<file path="config.mk">
export PLATFORM = sky130hd
export DESIGN_NAME = mc_out_decode
export DESIGN_NICKNAME = d
export VERILOG_FILES = /design/src/rtl/mc_pkg.sv /design/src/rtl/mc_out_decode.sv
export SDC_FILE = /design/constraint.sdc
export NUM_CORES = 1
export LEC_CHECK = 0
export ABC_CLOCK_PERIOD_IN_PS = 3100
export CAP_MARGIN = 20
export CORE_AREA = 5 5 42 44
export DETAILED_ROUTE_END_ITERATION = 7
export DIE_AREA = 0 0 47 49
export PLACE_DENSITY_LB_ADDON = 0.1
export SLEW_MARGIN = 20
export SYNTH_ARGS = -nofsm -noshare
export SYNTH_HDL_FRONTEND = slang
export SYNTH_SLANG_ARGS = --single-unit
export TNS_END_PERCENT = 10
</file>
<file path="constraint.sdc">
create_clock -name vclk -period 3.1
set_clock_uncertainty 0.2 [all_clocks]
set_input_delay 0.62 -clock vclk [all_inputs]
set_output_delay 0.62 -clock vclk [all_outputs]
set_load 0.02 [all_outputs]
</file>
<file path="src/rtl/mc_pkg.sv">
// Shared types for the multicycle MIPS control FSM: state enum, opcodes,
// datapath select encodings and the control word carried between decode and top.
package mc_pkg;

   typedef enum logic [3:0] {
      S_FETCH, S_DECODE, S_MEMADR, S_MEMRD, S_MEMWB, S_MEMWR,
      S_EXECUTE, S_ALUWB, S_BRANCH, S_IEXEC, S_IWB, S_JUMP
   } state_t;

   localparam logic [5:0] OP_RTYPE = 6'b000000;
   localparam logic [5:0] OP_LW    = 6'b100011;
   localparam logic [5:0] OP_SW    = 6'b101011;
   localparam logic [5:0] OP_BEQ   = 6'b000100;
   localparam logic [5:0] OP_ADDI  = 6'b001000;
   localparam logic [5:0] OP_ANDI  = 6'b001100;
   localparam logic [5:0] OP_ORI   = 6'b001101;
   localparam logic [5:0] OP_SLTI  = 6'b001010;
   localparam logic [5:0] OP_J     = 6'b000010;

   localparam logic [1:0] ALUOP_ADD   = 2'b00;
   localparam logic [1:0] ALUOP_SUB   = 2'b01;
   localparam logic [1:0] ALUOP_IMM   = 2'b10;
   localparam logic [1:0] ALUOP_FUNCT = 2'b11;

   localparam logic [1:0] SRCB_B     = 2'b00;
   localparam logic [1:0] SRCB_FOUR  = 2'b01;
   localparam logic [1:0] SRCB_IMM   = 2'b10;
   localparam logic [1:0] SRCB_IMMSH = 2'b11;

   localparam logic [1:0] PCSRC_ALU    = 2'b00;
   localparam logic [1:0] PCSRC_ALUOUT = 2'b01;
   localparam logic [1:0] PCSRC_JUMP   = 2'b10;

   typedef struct packed {
      logic       iord;
      logic       mem_write;
      logic       ir_write;
      logic       reg_dst;
      logic       mem_to_reg;
      logic       reg_write;
      logic       alu_src_a;
      logic [1:0] alu_src_b;
      logic [1:0] aluop;
      logic [1:0] pc_src;
      logic       branch;
      logic       pc_write;
      logic       illegal_op;
   } ctrl_t;

   function automatic logic op_legal(input logic [5:0] op);
      case (op)
         OP_RTYPE, OP_LW, OP_SW, OP_BEQ, OP_ADDI,
         OP_ANDI, OP_ORI, OP_SLTI, OP_J: op_legal = 1'b1;
         default:                        op_legal = 1'b0;
      endcase
   endfunction

endpackage

</file>
<file path="src/rtl/mc_out_decode.sv">
// Combinational control-word decode: state (+opcode, mem_ready) -> datapath selects
// and raw strobes. Reset gating of strobes is applied by the top.
module mc_out_decode
   import mc_pkg::*;
(
   input  state_t     state,
   input  logic [5:0] opcode,
   input  logic       mem_ready,
   output ctrl_t      ctrl
);

   always_comb begin
      ctrl = '0;
      case (state)
         S_FETCH: begin
            ctrl.alu_src_b = SRCB_FOUR;
            ctrl.ir_write  = mem_ready;
            ctrl.pc_write  = mem_ready;
         end
         S_DECODE: begin
            ctrl.alu_src_b  = SRCB_IMMSH;
            ctrl.illegal_op = ~op_legal(opcode);
         end
         S_MEMADR: begin
            ctrl.alu_src_a = 1'b1;
            ctrl.alu_src_b = SRCB_IMM;
         end
         S_MEMRD: ctrl.iord = 1'b1;
         S_MEMWB: begin
            ctrl.mem_to_reg = 1'b1;
            ctrl.reg_write  = 1'b1;
         end
         // held steady across wait cycles; memory commits when mem_ready is high
         S_MEMWR: begin
            ctrl.iord      = 1'b1;
            ctrl.mem_write = 1'b1;
         end
         S_EXECUTE: begin
            ctrl.alu_src_a = 1'b1;
            ctrl.aluop     = ALUOP_FUNCT;
         end
         S_ALUWB: begin
            ctrl.reg_dst   = 1'b1;
            ctrl.reg_write = 1'b1;
         end
         S_BRANCH: begin
            ctrl.alu_src_a = 1'b1;
            ctrl.aluop     = ALUOP_SUB;
            ctrl.pc_src    = PCSRC_ALUOUT;
            ctrl.branch    = 1'b1;
         end
         S_IEXEC: begin
            ctrl.alu_src_a = 1'b1;
            ctrl.alu_src_b = SRCB_IMM;
            ctrl.aluop     = (opcode == OP_ADDI) ? ALUOP_ADD : ALUOP_IMM;
         end
         S_IWB: ctrl.reg_write = 1'b1;
         S_JUMP: begin
            ctrl.pc_src   = PCSRC_JUMP;
            ctrl.pc_write = 1'b1;
         end
         default: ctrl = '0;
      endcase
   end

endmodule

</file>
==> run_results.csv <==
group,metric,value,unit
die,num_rows,14,
sta,final_max_slew_viol_count,0,
cells_and_area,seq_area,0,um2
grt,antenna_found_initial,0,
sta,final.setup.tns,0,ps
grt,grt_pass1_wl,1700,um
job,max_cap_viol_count,0,
logic_synthesis,syn_nets,51,
pwr,power_frac_comb,1.000,
die,initial_core_util,0.182,
placement,port_buffers,27,
logic_synthesis,synthSimpleGateAreaFrac,0.618,
placement,dpl.hpwl,892,um
cells_and_area,fillers,161,
setup_path,path_max_fanout,5,
die,core_area,0.00140,mm2
setup_path,crit_arrival,2200,ps
pwr,switching_share,0.452,
hold_path,min_path_type,"input pin to output pin",
logic_synthesis,synth_top_family_by_area,"simple AND/OR/NAND/NOR gates",
grt,grt_pass1_vias,430,
placement,place_congestion,0.662,
pwr,p_switching,34.5,uW
die,fp.dieH,49,um
die,io_pins,27,
sta,max_freq,0.331,GHz
route,post_drt_wl_per_cell,11.2,um
pwr,seqPwrFrac,0,
setup_path,setup.worst_path.class,"input pin to output pin",
logic_synthesis,synth-compound-area-share,0.186,
logic_synthesis,synthXorXnorAreaFrac,0.0343,
pwr,power,76.3,uW
cells_and_area,drive_above_1_share,0.250,
cells_and_area,n_clock_buffer,0,
cells_and_area,area_growth,141,%
grt,overflow,0,
pwr,intPower,41.8,uW
route,drtIter0Drc,6,
cells_and_area,n_antenna_cell,0,
route,via_count,416,
sta,rsz0062_at_grt,"no",
logic_synthesis,avgSynthCellArea,6.38,um2
pwr,clockPowerShare,0,
die,die_w,47,um
sta,worst_pin_slew,337,ps
pwr,p_per_area,124,mW/mm2
run_status,status,"finished, final reports clean",
pwr,power.leakage,0.000325,uW
pwr,vdd_drop_max,0.0594,mV
logic_synthesis,synthMuxAreaShare,0.0441,
route,dr.pass1.iters,4,
route,drc,0,
logic_synthesis,ys_top_cells_by_area,"nor3_1, nand2b_4, nor2_1",
logic_synthesis,yosysTopAreaCellShare,0.118,
logic_synthesis,ys_seq_area_frac,0,
route,finalWirelength,1030,um
sta,hold_viol_final,0,
grt,grt_max_degree,9,
logic_synthesis,syn-instance-count,40,
route,drtAntennaViolNets,0,
grt,track_usage,0.0905,
logic_synthesis,yosysUniqueCellTypes,24,
sta,period_needed,3020,ps
setup_path,critPathLaunchType,"input pin",
logic_synthesis,yosysTopAreaCell,"nor3_1",
die,die_area,0.00230,mm2
setup_path,cp.required,2280,ps
sta,setup_viol,0,
setup_path,worstSetupEndpointType,"output pin",
route,viasPerCell,4.52,
logic_synthesis,yosysWarningCount,0,
sta,fin_crit_sh,0.974,
logic_synthesis,syn_area,255,um2
sta,slew_headroom,0.769,
cells_and_area,nNetsFinal,89,
logic_synthesis,synth_common_cells,"nor2_1, nor3_1, nand2_1",
cts,post_cts_buffers,0,
cells_and_area,seq_cells,0,
logic_synthesis,synth_fa_ha_area_frac,0,
[power by group through the flow]
stage	clock, uW	sequential, uW	combinational (uW)
finish	0	0	76.3
global route	0	0	82.3
CTS	0	0	77.6
detailed placement	0	0	81.4
global placement	0	0	81.6
floorplan	0	0	34.9
[kinds of logic after synthesis]
kind of cell / after synthesis
compound gates: 7
xor+xnor: 1
buf+inv: 5
mux: 1
simple gates: 26
[layout make-up]
type | count | area, um2 | share of cell area
multi-input cells | 35 | 225 | 0.366
well taps | 16 | 20.0 | 0.0325
repair buffers | 41 | 370 | 0.602
[cell usage in the layout (no fill, tap or decap)]
master	instances
or4b_1	1
o32ai_1	1
xnor2_1	1
a31oi_1	1
nor2_1	6
nand2_1	3
nand3_1	1
nand2b_4	2
clkdlybuf4s50_1	14
or3_1	1
o22ai_1	1
buf_4	14
mux2_2	1
or2_2	1
nor3b_1	1
nor3_2	1
nand2b_1	2
a2111oi_0	1
dlygate4sd2_1	10
a21boi_0	1
nor3_1	6
dlymetal6s2s_1	3
nor4b_1	1
a21oi_1	1
o21ai_0	1
[metal layers]
metal	vias to the layer above	track usage	part of all wire	wire length [um]
met1	185	0.109	0.40	411
met4	0	0	0	0
met5	-	0	0	0
met2	15	0.174	0.52	532
li1	216	-	-	-
met3	0	0.00738	0.083	86
[worst max-delay path, cell delays in order]
cell             delay, ps
clkdlybuf4s50_1        540
buf_4                  160
buf_4                  110
nand2_1                 60
nor2_1                 100
clkdlybuf4s50_1        610
[final timing paths]
check | start | endpoint | slack [ps] | depth (start not counted)
setup / recovery | state[1] | ctrl[12] | 80 | 6
hold / removal | mem_ready | ctrl[13] | 1870 | 4
[metrics by stage]
step / setup WS, ps / util / cells / instance area, um2 / hold WS [ps]
2_1_floorplan: 537 / - / 40 / 255 / 1170
3_3_place_gp: -115 / 0.443 / 92 / 621 / 2090
3_5_place_dp: -112 / 0.443 / 92 / 621 / 2080
4_1_cts: 10.9 / 0.434 / 92 / 608 / 1870
5_1_grt: 2.89 / 0.439 / 92 / 616 / 1900
6_report: 80.4 / 0.439 / 92 / 616 / 1870
[timing repair]
action | CTS | global route
cloned | 0 | 0
resized for setup | 10 | 3
endpoints found under the setup margin | 11 | 3
hold buffers | 0 | 0
Note: power is estimated with default switching activity, not from simulation.
